### src/rtl/keypad_pkg.sv
`default_nettype none
// =====================================================================
// Module   : keypad_pkg
// Purpose  : Scan FSM state type and the alarm-clock key-code map.
// Revision : 1.0 - initial release
// =====================================================================
package keypad_pkg;

  typedef enum logic [1:0] {
    ST_SCAN     = 2'd0,
    ST_DEBOUNCE = 2'd1,
    ST_PRESSED  = 2'd2,
    ST_RELEASE  = 2'd3
  } key_state_t;

  localparam logic [3:0] c_CODE_AMPM   = 4'b1010;
  localparam logic [3:0] c_CODE_SET_TM = 4'b1011;
  localparam logic [3:0] c_CODE_SET_AL = 4'b1100;
  localparam logic [3:0] c_CODE_UNUSED = 4'b1111;

  // Layout: 1 2 3 AM/PM / 4 5 6 SetTime / 7 8 9 SetAlarm / - 0 - -
  function automatic logic [3:0] key_code(input logic [3:0] idx);
    case (idx)
      4'd0:    key_code = 4'd1;
      4'd1:    key_code = 4'd2;
      4'd2:    key_code = 4'd3;
      4'd3:    key_code = c_CODE_AMPM;
      4'd4:    key_code = 4'd4;
      4'd5:    key_code = 4'd5;
      4'd6:    key_code = 4'd6;
      4'd7:    key_code = c_CODE_SET_TM;
      4'd8:    key_code = 4'd7;
      4'd9:    key_code = 4'd8;
      4'd10:   key_code = 4'd9;
      4'd11:   key_code = c_CODE_SET_AL;
      4'd13:   key_code = 4'd0;
      default: key_code = c_CODE_UNUSED;
    endcase
  endfunction

endpackage
`default_nettype wire

### src/rtl/keypad_repeat_timer.sv
`default_nettype none
// =====================================================================
// Module   : keypad_repeat_timer
// Purpose  : Auto-repeat tick generator: first tick REPEAT_DELAY cycles
//            after start, then every REPEAT_RATE cycles while run is high.
// Revision : 1.0 - initial release
// =====================================================================
module keypad_repeat_timer
  import keypad_pkg::*;
#(
  parameter int REPEAT_DELAY = 128,
  parameter int REPEAT_RATE  = 32
) (
  input  logic clk_256Hz,
  input  logic reset,
  input  logic start,
  input  logic run,
  output logic tick
);

  localparam int c_MAX = (REPEAT_DELAY > REPEAT_RATE) ? REPEAT_DELAY : REPEAT_RATE;
  localparam int c_TW  = $clog2(c_MAX + 1);
  localparam logic [c_TW-1:0] c_DELAY_LAST = c_TW'(REPEAT_DELAY - 1);
  localparam logic [c_TW-1:0] c_RATE_LAST  = c_TW'(REPEAT_RATE - 1);
  localparam logic [c_TW-1:0] c_SAT        = c_TW'(c_MAX);
  localparam logic [c_TW-1:0] c_ONE        = c_TW'(1);

  logic [c_TW-1:0] r_cnt;
  logic            r_rate_phase;
  logic [c_TW-1:0] w_last;

  assign w_last = r_rate_phase ? c_RATE_LAST : c_DELAY_LAST;
  assign tick   = run && (r_cnt == w_last);

  always_ff @(posedge clk_256Hz or posedge reset) begin
    if (reset) begin
      r_cnt        <= '0;
      r_rate_phase <= 1'b0;
    end else if (start) begin
      r_cnt        <= '0;
      r_rate_phase <= 1'b0;
    end else if (tick) begin
      r_cnt        <= '0;
      r_rate_phase <= 1'b1;
    end else if (run && (r_cnt != c_SAT)) begin
      r_cnt <= r_cnt + c_ONE;
    end
  end

endmodule
`default_nettype wire

### src/rtl/keypad_scan_ctrl.sv
`default_nettype none
// =====================================================================
// Module   : keypad_scan_ctrl
// Purpose  : Row-scanning matrix keypad controller with debounce,
//            multi-key rejection and auto-repeat.
// Revision : 1.0 - initial release
// =====================================================================
module keypad_scan_ctrl
  import keypad_pkg::*;
#(
  parameter int N_ROWS       = 4,
  parameter int N_COLS       = 4,
  parameter int DEBOUNCE     = 4,
  parameter int REPEAT_EN    = 1,
  parameter int REPEAT_DELAY = 128,
  parameter int REPEAT_RATE  = 32
) (
  input  logic                              clk_256Hz,
  input  logic                              reset,
  input  logic [N_COLS-1:0]                 col,
  output logic [N_ROWS-1:0]                 row,
  output logic [$clog2(N_ROWS*N_COLS)-1:0]  key_index,
  output logic                              key_valid,
  output logic                              key_repeat,
  output logic                              key_held,
  output logic                              key_release,
  output logic                              key_err
);

  localparam int c_KW = $clog2(N_ROWS*N_COLS);
  localparam int c_DW = $clog2(DEBOUNCE + 1);
  localparam logic [c_DW-1:0]   c_CNT_LAST = c_DW'(DEBOUNCE - 1);
  localparam logic [c_DW-1:0]   c_CNT_ONE  = c_DW'(1);
  localparam logic [N_COLS-1:0] c_COL_ONE  = N_COLS'(1);
  localparam logic [N_ROWS-1:0] c_ROW_INIT = N_ROWS'(1);
  localparam logic              c_FAST     = (DEBOUNCE == 1);

  key_state_t        r_state, w_state_next;
  logic [N_ROWS-1:0] r_row, w_row_next;
  logic [N_COLS-1:0] r_col_lat;
  logic [c_DW-1:0]   r_cnt, w_cnt_next;
  logic [c_KW-1:0]   r_key_index, w_index;
  logic              r_key_valid, r_key_repeat, r_key_held, r_key_release, r_key_err;
  logic              w_latch, w_accept, w_release, w_err, w_repeat, w_tick;
  logic              w_col_zero, w_multi, w_one_hot, w_match, w_cnt_last;
  int                w_row_pos, w_col_pos;

  assign w_col_zero = (col == '0);
  assign w_multi    = ((col & (col - c_COL_ONE)) != '0);
  assign w_one_hot  = !w_col_zero && !w_multi;
  assign w_match    = (col == r_col_lat);
  assign w_cnt_last = (r_cnt == c_CNT_LAST);

  // Row is frozen outside SCAN, so the live row/col give the key position.
  always_comb begin
    w_row_pos = 0;
    w_col_pos = 0;
    for (int i = 0; i < N_ROWS; i++) if (r_row[i]) w_row_pos = N_ROWS - 1 - i;
    for (int j = 0; j < N_COLS; j++) if (col[j])   w_col_pos = N_COLS - 1 - j;
    w_index = c_KW'(w_row_pos * N_COLS + w_col_pos);
  end

  always_ff @(posedge clk_256Hz or posedge reset) begin
    if (reset) r_state <= ST_SCAN;
    else       r_state <= w_state_next;
  end

  always_comb begin
    w_state_next = r_state;
    w_row_next   = r_row;
    w_cnt_next   = r_cnt;
    w_latch      = 1'b0;
    case (r_state)
      ST_SCAN: begin
        if (w_col_zero) begin
          w_row_next = {r_row[0], r_row[N_ROWS-1:1]};
        end else if (w_one_hot) begin
          w_latch      = 1'b1;
          w_state_next = c_FAST ? ST_PRESSED : ST_DEBOUNCE;
          w_cnt_next   = c_FAST ? '0 : c_CNT_ONE;
        end else begin
          w_state_next = ST_RELEASE;
          w_cnt_next   = '0;
        end
      end
      ST_DEBOUNCE: begin
        if (!w_match) begin
          w_state_next = ST_SCAN;
          w_cnt_next   = '0;
        end else if (w_cnt_last) begin
          w_state_next = ST_PRESSED;
          w_cnt_next   = '0;
        end else begin
          w_cnt_next = r_cnt + c_CNT_ONE;
        end
      end
      ST_PRESSED: begin
        if (w_match) begin
          w_cnt_next = '0;
        end else if (w_cnt_last) begin
          w_state_next = ST_SCAN;
          w_cnt_next   = '0;
        end else begin
          w_cnt_next = r_cnt + c_CNT_ONE;
        end
      end
      default: begin
        if (!w_col_zero) begin
          w_cnt_next = '0;
        end else if (w_cnt_last) begin
          w_state_next = ST_SCAN;
          w_cnt_next   = '0;
        end else begin
          w_cnt_next = r_cnt + c_CNT_ONE;
        end
      end
    endcase
  end

  // Release wins over a coincident repeat tick so pulses stay exclusive.
  always_comb begin
    w_accept  = 1'b0;
    w_release = 1'b0;
    w_err     = 1'b0;
    w_repeat  = 1'b0;
    case (r_state)
      ST_SCAN: begin
        w_accept = c_FAST && w_one_hot;
        w_err    = w_multi;
      end
      ST_DEBOUNCE: w_accept = w_match && w_cnt_last;
      ST_PRESSED: begin
        w_release = !w_match && w_cnt_last;
        w_repeat  = w_tick && !w_release;
      end
      default: ;
    endcase
  end

  always_ff @(posedge clk_256Hz or posedge reset) begin
    if (reset) begin
      r_row         <= c_ROW_INIT;
      r_col_lat     <= '0;
      r_cnt         <= '0;
      r_key_index   <= '0;
      r_key_valid   <= 1'b0;
      r_key_repeat  <= 1'b0;
      r_key_held    <= 1'b0;
      r_key_release <= 1'b0;
      r_key_err     <= 1'b0;
    end else begin
      r_row         <= w_row_next;
      r_cnt         <= w_cnt_next;
      if (w_latch)  r_col_lat   <= col;
      if (w_accept) r_key_index <= w_index;
      r_key_valid   <= w_accept | w_repeat;
      r_key_repeat  <= w_repeat;
      r_key_held    <= (r_key_held | w_accept) & ~w_release;
      r_key_release <= w_release;
      r_key_err     <= w_err;
    end
  end

  generate
    if (REPEAT_EN != 0) begin : g_repeat
      keypad_repeat_timer #(
        .REPEAT_DELAY (REPEAT_DELAY),
        .REPEAT_RATE  (REPEAT_RATE)
      ) u_timer (
        .clk_256Hz (clk_256Hz),
        .reset     (reset),
        .start     (w_accept),
        .run       (r_state == ST_PRESSED),
        .tick      (w_tick)
      );
    end else begin : g_no_repeat
      assign w_tick = 1'b0;
    end
  endgenerate

  assign row         = r_row;
  assign key_index   = r_key_index;
  assign key_valid   = r_key_valid;
  assign key_repeat  = r_key_repeat;
  assign key_held    = r_key_held;
  assign key_release = r_key_release;
  assign key_err     = r_key_err;

endmodule
`default_nettype wire

### config.mk
export PLATFORM = sky130hd
export DESIGN_NAME = keypad_scan_ctrl
export DESIGN_NICKNAME = d
export VERILOG_FILES = /design/src/rtl/keypad_pkg.sv /design/src/rtl/keypad_repeat_timer.sv /design/src/rtl/keypad_scan_ctrl.sv
export SDC_FILE = /design/constraint.sdc
export NUM_CORES = 1
export LEC_CHECK = 0
export ABC_AREA = 1
export ABC_CLOCK_PERIOD_IN_PS = 3800
export CAP_MARGIN = 20
export CORE_MARGIN = 2
export CORE_UTILIZATION = 40
export CTS_CLUSTER_SIZE = 16
export DETAILED_ROUTE_END_ITERATION = 6
export PLACE_DENSITY_LB_ADDON = 0.08
export SYNTH_ARGS = -nofsm -noshare
export SYNTH_HDL_FRONTEND = slang
export SYNTH_HIERARCHICAL = 1
export SYNTH_SLANG_ARGS = --single-unit
### constraint.sdc
create_clock -name clk_256Hz -period 3.8 [get_ports clk_256Hz]
set_input_delay 0.57 -clock clk_256Hz [delete_from_list [all_inputs] [get_ports clk_256Hz]]
set_output_delay 0.57 -clock clk_256Hz [all_outputs]
set_load 0.005 [all_outputs]
; After elaboration in Yosys (flattened, before gate mapping)
; Index checks and enable logic that the tools add are counted.
[word_totals]
regBits = 31
elab_cells = 84
inputBits = 6
out_inout_bits = 13
[op_classes]
reduce_logical = 18
muxes = 36
n_addsub = 4
n_eq_ne = 9
n_bitwise = 5
[op_table]
columns = cell, count
row1 = $mux W2, 12
row2 = $mux W8, 3
row3 = $mux W3, 5
row4 = $mux W4, 3
row5 = $mux W1, 10
row6 = $pmux W3 S3, 1
row7 = $add A8 B1 Y8 const B, 1
row8 = $eq A8 B8 Y1, 1
row9 = $ne A8 B8 Y1 const B, 1
row10 = $reduce_bool A4 Y1, 2
row11 = $mux W7, 1
row12 = $logic_and A1 B1 Y1, 6
row13 = $pmux W2 S3, 1
row14 = $add A4 B4 Y4, 1
row15 = $and A4 B4 Y4, 1
row16 = $eq A4 B4 Y1, 1
row17 = $logic_not A1 Y1, 4
row18 = $logic_not A4 Y1, 1
row19 = $ne A2 B2 Y1 const B, 2
row20 = $reduce_and A4 Y1, 1
row21 = $sub A4 B1 Y4 const B, 1
row22 = $add A3 B1 Y3 const B, 1
row23 = $eq A3 B2 Y1 const B, 1
row24 = $ne A3 B3 Y1 const B, 1
row25 = 9 further kinds, 10

; Depth between registers and ports, before layout
; Gate-level depths: netlist of run 1.
[depth]
ltp_word = 8
ltp_mapped = 13
mapped_depth_nobuf = 13

; Modules after synthesis
; Netlist of run 1, hierarchy kept.
[by_module_without_submodules]
columns = mod, seq_area_each_um2, instances, cells_each, area_per_inst_um2
row1 = keypad_scan_ctrl, 551.8, 1, 146, 1163.6
row2 = keypad_repeat_timer, 225.2, 1, 95, 681.9

; Least setup slack after synthesis of run 1
; Ideal clock, no wire load.
[synth_timing]
path_type = input port to flip-flop
startpoint = input col[0]
endpoint = register g_repeat.u_timer.r_cnt[4]
setup_ns = 0.065
required_ns = 3.735
path_buffers = 0
slack_ns = 2.169
t_arrival_ns = 1.565
stages = 13
cell_sequence = inv_1 nand2_1 nand2_1 nor2_4 nand2_4 clkinv_4 nand3_4 clkinv_2 inv_1 nand2_1 a21oi_1 nand2_1 nand2_1
[synth_via]
elab_chain_cells = 4
word_cells_on_any_way = 5
cone_classes = 1 x eq/ne / 2 x mux / 2 x reduce/logical
[synth_lines]
columns = item, line_no
row1 = start: declaration, keypad_scan_ctrl.sv:20  ; input logic [N_COLS-1:0] col,
row2 = $eq A4 B4 Y1 *, keypad_scan_ctrl.sv:51  ; assign w_match = (col == r_col_lat);
row3 = $logic_and A1 B1 Y1 *, keypad_scan_ctrl.sv:131  ; ST_DEBOUNCE: w_accept = w_match && w_cnt_last;
row4 = $mux W1 *, keypad_scan_ctrl.sv:126  ; case (r_state)
row5 = named net w_accept, keypad_scan_ctrl.sv:44  ; logic w_latch, w_accept, w_release, w_err, w_repeat, w_tick;
row6 = $reduce_bool A3 Y1 (no line) or $mux W8 (tied branches), n/a
row7 = end signal: assignment, keypad_repeat_timer.sv:46  ; r_cnt <= r_cnt + c_ONE;
row8 = end: declaration, keypad_repeat_timer.sv:28  ; logic [c_TW-1:0] r_cnt;
; The timed path passes the listed nets; every way through them passes the cells marked *.
; A chain may end at the register's enable or synchronous reset.

; Final worst setup path of run 1
[layout_timing]
startpoint = input col[1]
endpoint = register g_repeat.u_timer.r_cnt[4]
; Same word-level chain as after synthesis.

==> flow_summary.json, run 1 <==
{
  "cts_tree": "done",
  "synth-edff-count": 0,
  "p_sw_frac": 0.394,
  "synth_nets": 250,
  "postLayoutCellArea_mm2": 0.00219,
  "die_h_um": 71.9,
  "fillerInstances": 436,
  "yosys.area.top_type": "dfrtp_1",
  "finClkSkew_ps": 5.01,
  "nets": 275,
  "synth_area_leaders": "dfrtp_1 41%, nand2_1 13%, inv_1 6.1%",
  "antenna_found_initial": 0,
  "gp_congestion": 0.778,
  "cts_buffers": 5,
  "die_w_um": 71.9,
  "root_buffer": "clkbuf_8",
  "drc": 0,
  "overflow": 0,
  "report.final.hold_viol_count": 0,
  "synth-seq-area-share": 0.421,
  "pin_count": 19,
  "start_kind": "input port",
  "cp.required_ps": 3970,
  "antennaDiodeCount": 0,
  "routedWlPerCell_um": 11.5,
  "synthCells": 241,
  "grt_setup_unrepaired": "no",
  "yosys.area.top_type_share": 0.407,
  "ys.flop_type": "dfrtp_1",
  "leakage_nw": 1.13,
  "async_flop_share": 1.00,
  "synth_warnings": 6,
  "endpoint_kind": "flop",
  "max-cap-violations": 0,
  "core_mm2": 0.00441,
  "fmax_mhz": 506,
  "netlist_top_cells_count": "66 x nand2_1, 30 x dfrtp_1, 30 x inv_1",
  "insertion_delay_ps": 280,
  "row_count": 24,
  "worst_slew_pin_slew_ps": 862,
  "ctsResizeCount": 0,
  "finalCritPeriodShare": 0.521,
  "grt_pass1_vias": 1455,
  "synth_seq_cells": 31,
  "clkPwrFrac": 0.210,
  "finalWorstSetupSlack_ps": 1820,
  "grt_pass1_wl_um": 6640,
  "drt_pass1_iterations": 4,
  "cts_setup_buffers": 0,
  "holdBufCountCts": 0,
  "irDropWorstVdd_mv": 0.279,
  "path_max_fanout": 10,
  "path_cells": "clkdlybuf4s50_1, inv_2, nand2_2, nand2_2, nor2_4, nand2_4, clkinv_4, nand3_4, clkinv_2, inv_1, nand2_1, a21oi_1, nand2_1, nand2_1",
  "crit_type": "in -> reg",
  "period_needed_ps": 1980,
  "dpl.hpwl_um": 2840,
  "place_area_mm2": 0.00209,
  "place_worst_setup_slack_ps": 1510,
  "slew_viol_final": 0,
  "worst_path_max_delay_cell": "clkdlybuf4s50_1",
  "outcome": "finished clean",
  "synth.distinct_cells": 26,
  "crit_arrival_ps": 2150,
  "drt_iter0_drc": 80,
  "die_area_mm2": 0.00517,
  "pwr-share-comb": 0.395,
  "drive_above_1_share": 0.187,
  "wl_um": 3670,
  "cts.clk_slew.worst_paths_ps": 70,
  "cts_sinks": 31,
  "slowest_delay_ps": 550,
  "viasPerCell": 4.84,
  "finalPower_mw": 1.35,
  "htree_levels": 2,
  "yosysMostFrequentCell": "nand2_1",
  "netlist_area_mm2": 0.00185,
  "hold_class": "reg -> reg",
  "port_buffers": 18,
  "syn_to_final_growth_pct": 18.5,
  "setup_tns_ps": 0,
  "power_density_mw_per_mm2": 617,
  "crit_top_cell": "nand2_1",
  "num_vias": 1544,
  "slew_headroom": 0.425,
  "p_seq_frac": 0.396,
  "setup_viol": 0,
  "start_util": 0.418,
  "switching_power_uw": 532,
  "grt_usage": 0.166,
  "clock_path_buffers": 2,
  "antenna_left": 0,
  "synth.avg_cell_area_um2": 7.66,
  "grt_max_degree": 23,
  "p_int_uw": 818
}
-- layout by cell type (no fill, tap or decap), drive strengths merged --
cell	synthesis	routed
a21oi	2	2
dfrtp	30	30
ha	3	3
nand3	24	24
nand4	7	7
clkbuf	0	8
o21ai	19	19
dfstp	1	1
buf	1	1
inv	40	40
o211ai	1	1
nand2	72	72
nor3b	1	1
and2	1	1
clkinv	2	2
o2111ai	1	1
clkdlybuf4s50	0	18
nor2	36	36
-- metrics by stage --
step,std cells,utilization,hold slack [ps]
6_report,319,0.495,499
5_1_grt,319,0.495,530
4_1_cts,319,0.495,505
3_5_place_dp,311,0.473,489
3_3_place_gp,311,0.473,495
2_1_floorplan,241,-,398
-- worst paths after layout --
| kind | startpoint | endpoint | slack [ps] | cells past startpoint |
|---|---|---|---|---|
| setup reg to reg | r_cnt[0]$_DFFE_PP0N_ | g_repeat.u_timer/r_cnt[4]$_DFFE_PP0P_ | 2110 | 10 |
| hold reg to reg | key_index[3]$_DFFE_PP0P_ | key_index[3]$_DFFE_PP0P_ | 500 | 2 |
| max in group asynchronous | reset | r_col_lat[2]$_DFFE_PP0P_ | 2470 | 2 |
| min in group asynchronous | reset | g_repeat.u_timer/r_cnt[1]$_DFFE_PP0P_ | 590 | 2 |
| setup / recovery | col[1] | g_repeat.u_timer/r_cnt[4]$_DFFE_PP0P_ | 1820 | 14 |
| hold / removal | key_index[3]$_DFFE_PP0P_ | key_index[3]$_DFFE_PP0P_ | 500 | 2 |
-- critical path, delay by kind of cell --
kind / cells / cell delay [ps]
AO/OA/AOI/OAI: 1 / 40
AND/OR/NAND/NOR: 8 / 630
buffers and inverters: 5 / 910
-- per-layer routing --
layer,global-route usage,vias up,part of all wire,routed length (um)
li1,-,810,-,-
met2,0.269,21,0.47,1720
met3,0.0417,6,0.034,125
met4,0.0566,0,0.014,51
met5,0,-,0,0
met1,0.217,707,0.48,1780
-- layout make-up --
cell class | count | area (um2) | share of cell area
sequential | 31 | 777 | 0.355
multi-input combinational | 167 | 893 | 0.408
timing repair buffer | 19 | 188 | 0.0858
tap | 52 | 65.1 | 0.0297
inverter | 42 | 164 | 0.0749
clock buffer | 8 | 100 | 0.0458
-- cells by family (layout without fill, tap and decap cells) --
| family | count (synthesis) | in the layout | synth area share |
|---|---|---|---|
| compound gates | 23 | 23 | 0.0678 |
| fa+ha+maj | 3 | 3 | 0.0203 |
| simple gates | 141 | 141 | 0.396 |
| flops | 31 | 31 | 0.421 |
| buf+inv | 43 | 69 | 0.0949 |
-- flip-flops by register name, indices dropped and copies added (netlist names), 2 cells and up --
signal / cells
r_cnt: 3
r_col_lat: 4
key_index: 4
g_repeat.u_timer/r_cnt: 8
row: 4
r_state: 2
-- power groups by stage --
stage,Sequential (mW),Clock [mW],Combinational (mW)
finish,0.534,0.283,0.533
global route,0.550,0.308,0.621
CTS,0.533,0.296,0.541
detailed placement,0.538,0,0.538
global placement,0.541,0,0.536
floorplan,0.518,0,0.405
No activity file was read; power rests on OpenSTA's default activity.
==> run 2: changes to the inputs <==
--- a/config.mk
+++ b/config.mk
@@ -6,7 +6,7 @@
 export NUM_CORES = 1
 export LEC_CHECK = 0
 export ABC_AREA = 1
-export ABC_CLOCK_PERIOD_IN_PS = 3800
+export ABC_CLOCK_PERIOD_IN_PS = 1890
 export CAP_MARGIN = 20
 export CORE_MARGIN = 2
 export CORE_UTILIZATION = 40
==> constraint.sdc (replaced) <==
create_clock -name clk_256Hz -period 1.89 [get_ports clk_256Hz]
set_input_delay 0.2835 -clock clk_256Hz [delete_from_list [all_inputs] [get_ports clk_256Hz]]
set_output_delay 0.2835 -clock clk_256Hz [all_outputs]
set_load 0.005 [all_outputs]
==> run 2 against run 1 <==
Net effect: final cell count increased by 2.8%; clock-buffer cell count decreased by 1; via count increased by 2.0%; cell area increased by 2.7%; largest power group is now combinational cells; utilization increased by 1.3 points; setup slack got worse by 1600 ps.
==> flow_summary.json, run 2 (synthesis results as in run 1) <==
{
  "cpLargestDelayFamily": "flip-flops",
  "outcome": "finished clean",
  "cts_setup_buffers": 0,
  "gp_congestion": 0.814,
  "largest_register": "g_repeat.u_timer/r_cnt",
  "cts_sinks": 31,
  "cp_num_buf_inv": 1,
  "drc": 0,
  "num_vias": 1575,
  "grt_setup_unrepaired": "no",
  "finClkSkew_ps": 9.06,
  "antenna_found_initial": 0,
  "leakage_nw": 1.17,
  "row_count": 24,
  "worst_slew_pin_slew_ps": 379,
  "grt_max_degree": 23,
  "endpoint_kind": "output pin",
  "hold_class": "in -> async",
  "fmax_mhz": 613,
  "final_common_cell": "nand2_1",
  "setup_viol": 0,
  "report.final.hold_viol_count": 0,
  "die_h_um": 71.9,
  "place_area_mm2": 0.00215,
  "slowest_delay_ps": 550,
  "grt_usage": 0.175,
  "grt_pass1_vias": 1564,
  "max-cap-violations": 0,
  "largest_register_ffs": 8,
  "power_density_mw_per_mm2": 1210,
  "start_util": 0.418,
  "htree_levels": 2,
  "slew_viol_final": 0,
  "syn_to_final_growth_pct": 21.7,
  "antenna_left": 0,
  "viasPerCell": 4.80,
  "grt_pass1_wl_um": 6910,
  "die_w_um": 71.9,
  "path_cells": "clkdlybuf4s50_1",
  "setup_tns_ps": 0,
  "start_kind": "flop",
  "irDropWorstVdd_mv": 0.492,
  "finalCritPeriodShare": 0.863,
  "drt_pass1_iterations": 4,
  "drt_iter0_drc": 109,
  "holdBufCountCts": 0,
  "nets": 284,
  "dpl.hpwl_um": 2900,
  "antennaDiodeCount": 0,
  "insertion_delay_ps": 300,
  "crit_arrival_ps": 1350,
  "cts_buffers": 5,
  "finalPower_mw": 2.71,
  "clock_path_buffers": 2,
  "mostFrequentLayoutCells": "66 x nand2_1, 30 x inv_1, 30 x dfrtp_1",
  "slew_headroom": 0.747,
  "postLayoutCellArea_mm2": 0.00225,
  "die_area_mm2": 0.00517,
  "root_buffer": "clkbuf_8",
  "crit_type": "reg -> out",
  "port_buffers": 18,
  "cts_tree": "done",
  "period_needed_ps": 1630,
  "core_mm2": 0.00441,
  "finalWorstSetupSlack_ps": 260,
  "worst_path_max_delay_cell": "dfstp_2",
  "ctsResizeCount": 0,
  "drive_above_1_share": 0.214,
  "place_worst_setup_slack_ps": 17.2,
  "wl_um": 3850,
  "pin_count": 19,
  "overflow": 0,
  "cts.clk_slew.worst_paths_ps": 70,
  "path_max_fanout": 4,
  "cp.required_ps": 1610,
  "worst_hold_slack_ps": 289,
  "routedWlPerCell_um": 11.7
}
## run 2: cell count changes in the layout (fill, tap and decap cells not counted)
cell	delta
clkinv_2	+1
buf_4	+9
clkbuf_8	-1
## run 2: stage by stage
stage | utilization | std cells
after CTS | 0.509 | 328
after global placement | 0.488 | 320
final | 0.509 | 328
after global routing | 0.509 | 328
after detailed placement | 0.488 | 320
after floorplan | - | 241
## run 2: metal layers
| layer | vias up | track usage | routed length [um] |
|---|---|---|---|
| met5 | - | 0 | 0 |
| met4 | 0 | 0.0629 | 61 |
| met3 | 5 | 0.0583 | 130 |
| met2 | 20 | 0.277 | 1820 |
| met1 | 728 | 0.225 | 1840 |
| li1 | 822 | - | - |
## run 2: worst paths after layout
| path | start | end | slack (ps) | cells after the start |
|---|---|---|---|---|
| max | row[0]$_DFFE_PP1P_ | row[0] | 260 | 1 |
| min | reset | g_repeat.u_timer/r_cnt[1]$_DFFE_PP0P_ | 290 | 2 |
| max reg2reg | r_cnt[0]$_DFFE_PP0N_ | g_repeat.u_timer/r_cnt[4]$_DFFE_PP0P_ | 330 | 10 |
| min reg2reg | key_index[2]$_DFFE_PP0P_ | key_index[2]$_DFFE_PP0P_ | 490 | 2 |
| max in group asynchronous | reset | row[0]$_DFFE_PP1P_ | 1240 | 3 |
| min in group clk_256Hz | key_index[2]$_DFFE_PP0P_ | key_index[2]$_DFFE_PP0P_ | 490 | 2 |
## run 2: area by class of cell
class,count,area (um2)
tap,52,65.1
timing repair buffer,28,255
sequential,31,777
inverter,42,164
clock inverter,1,5.00
fill,436,2170
multi-input combinational,167,893
clock buffer,7,86.3
## run 2: power by group
part           internal [mW]  switching [mW]  total [mW]
clock network          0.294           0.261       0.555
registers              0.868           0.202        1.07
logic                  0.454           0.634        1.09
total                   1.62            1.10        2.71
==> run 3: changes to the inputs <==
--- a/config.mk
+++ b/config.mk
@@ -12,7 +12,6 @@
 export CORE_UTILIZATION = 40
 export CTS_CLUSTER_SIZE = 16
 export DETAILED_ROUTE_END_ITERATION = 6
-export PLACE_DENSITY_LB_ADDON = 0.08
 export SYNTH_ARGS = -nofsm -noshare
 export SYNTH_HDL_FRONTEND = slang
 export SYNTH_HIERARCHICAL = 1
==> run 3 against run 2 <==
Net effect: sequential power hardly changed; total power is 3.3% higher; hold slack better by 8.5 ps; critical path type unchanged; clock-buffer cell count is 2 lower; first-iteration DRC count is 20% lower; critical path depth stayed put; cell area hardly changed.
==> flow_summary.json, run 3 (synthesis results as in run 1) <==
{
  "drc": 0,
  "routedWlPerCell_um": 11.1,
  "die_area_mm2": 0.00517,
  "antenna_left": 0,
  "insertion_delay_ps": 290,
  "grt_pass1_vias": 1415,
  "endpoint_kind": "output pin",
  "cts_sinks": 31,
  "wl_um": 3610,
  "drive_above_1_share": 0.209,
  "port_buffers": 18,
  "worst_slew_pin_slew_ps": 376,
  "drt_pass1_iterations": 4,
  "place_area_mm2": 0.00213,
  "die_w_um": 71.9,
  "place_worst_setup_slack_ps": 12.7,
  "postLayoutCellArea_mm2": 0.00224,
  "cp.required_ps": 1610,
  "irDropWorstVdd_mv": 0.562,
  "finalCritPeriodShare": 0.858,
  "setup_tns_ps": 0,
  "viasPerCell": 4.77,
  "grt_setup_unrepaired": "no",
  "final_common_cell": "nand2_1",
  "cts_buffers": 5,
  "outcome": "finished clean",
  "largest_register_ffs": 8,
  "overflow": 0,
  "holdBufCountCts": 0,
  "crit_arrival_ps": 1340,
  "antenna_found_initial": 0,
  "cts.clk_slew.worst_paths_ps": 70,
  "die_h_um": 71.9,
  "antennaDiodeCount": 0,
  "dpl.hpwl_um": 2710,
  "crit_type": "reg -> out",
  "setup_viol": 0,
  "syn_to_final_growth_pct": 21.6,
  "start_kind": "flop",
  "fmax_mhz": 616,
  "worst_path_max_delay_cell": "dfstp_2",
  "htree_levels": 2,
  "finalWorstSetupSlack_ps": 268,
  "grt_pass1_wl_um": 6580,
  "slowest_delay_ps": 560,
  "clock_path_buffers": 2,
  "max-cap-violations": 0,
  "cts_setup_buffers": 0,
  "gp_congestion": 0.822,
  "pin_count": 19,
  "path_cells": "clkdlybuf4s50_1",
  "grt_usage": 0.162,
  "power_density_mw_per_mm2": 1250,
  "largest_register": "g_repeat.u_timer/r_cnt",
  "slew_viol_final": 0,
  "row_count": 24,
  "grt_max_degree": 23,
  "num_vias": 1549,
  "core_mm2": 0.00441,
  "slew_headroom": 0.749,
  "report.final.hold_viol_count": 0,
  "cpLargestDelayFamily": "flip-flops",
  "cts_tree": "done",
  "hold_class": "in -> async",
  "mostFrequentLayoutCells": "66 x nand2_1, 30 x inv_1, 30 x dfrtp_1",
  "leakage_nw": 1.17,
  "ctsResizeCount": 0,
  "root_buffer": "clkbuf_8",
  "path_max_fanout": 4,
  "start_util": 0.418,
  "cp_num_buf_inv": 1,
  "drt_iter0_drc": 87,
  "period_needed_ps": 1620,
  "nets": 281,
  "finClkSkew_ps": 10.9
}
run 3: cell type report:
cell class | instances | area [um2]
inverters | 42 | 164
flip-flops and latches | 31 | 777
clock inverters | 3 | 43.8
clock buffers | 5 | 68.8
fillers | 432 | 2170
well taps | 52 | 65.1
repair buffers | 25 | 233
multi-input cells | 167 | 893
run 3: power by group:
part	total, mW	switching (mW)	internal (mW)
Clock	0.654	0.262	0.392
Combinational	1.08	0.629	0.451
Sequential	1.07	0.201	0.868
run 3: worst paths after layout:
check | startpoint | endpoint | slack (ps) | cells after the start
setup / recovery | row[0]$_DFFE_PP1P_ | row[0] | 270 | 1
hold / removal | reset | g_repeat.u_timer/r_rate_phase$_DFFE_PP0P_ | 300 | 2
setup reg to reg | r_cnt[0]$_DFFE_PP0N_ | g_repeat.u_timer/r_cnt[4]$_DFFE_PP0P_ | 300 | 10
hold reg to reg | key_index[1]$_DFFE_PP0P_ | key_index[1]$_DFFE_PP0P_ | 490 | 2
max in group asynchronous | reset | row[0]$_DFFE_PP1P_ | 1240 | 3
min in group clk_256Hz | key_index[1]$_DFFE_PP0P_ | key_index[1]$_DFFE_PP0P_ | 490 | 2
run 3: per-stage QoR:
| stage | instances | hold WS, ps | power (mW) | util |
|---|---|---|---|---|
| after floorplan | 241 | 111 | 1.86 | - |
| after global placement | 317 | 471 | 2.16 | 0.483 |
| after detailed placement | 317 | 479 | 2.17 | 0.483 |
| after CTS | 325 | 310 | 2.84 | 0.509 |
| after global routing | 325 | 348 | 3.05 | 0.509 |
| final | 325 | 298 | 2.80 | 0.509 |
run 3: per-layer routing:
layer / wire (um) / track usage / vias up
li1: - / - / 815
met1: 1910 / 0.236 / 696
met2: 1480 / 0.234 / 32
met3: 154 / 0.0347 / 6
met4: 58 / 0.0692 / 0
met5: 0 / 0 / -
run 3: worst reg2reg max path, stage by stage (launching register included):
cell and delay (ps):
dfrtp_1 400, ha_1 220, nand2_1 140, inv_1 120, nand3_4 90, clkinv_2 100, inv_1 160, nand2_1 70
a21oi_1 120, nand2_1 60, nand2_1 50
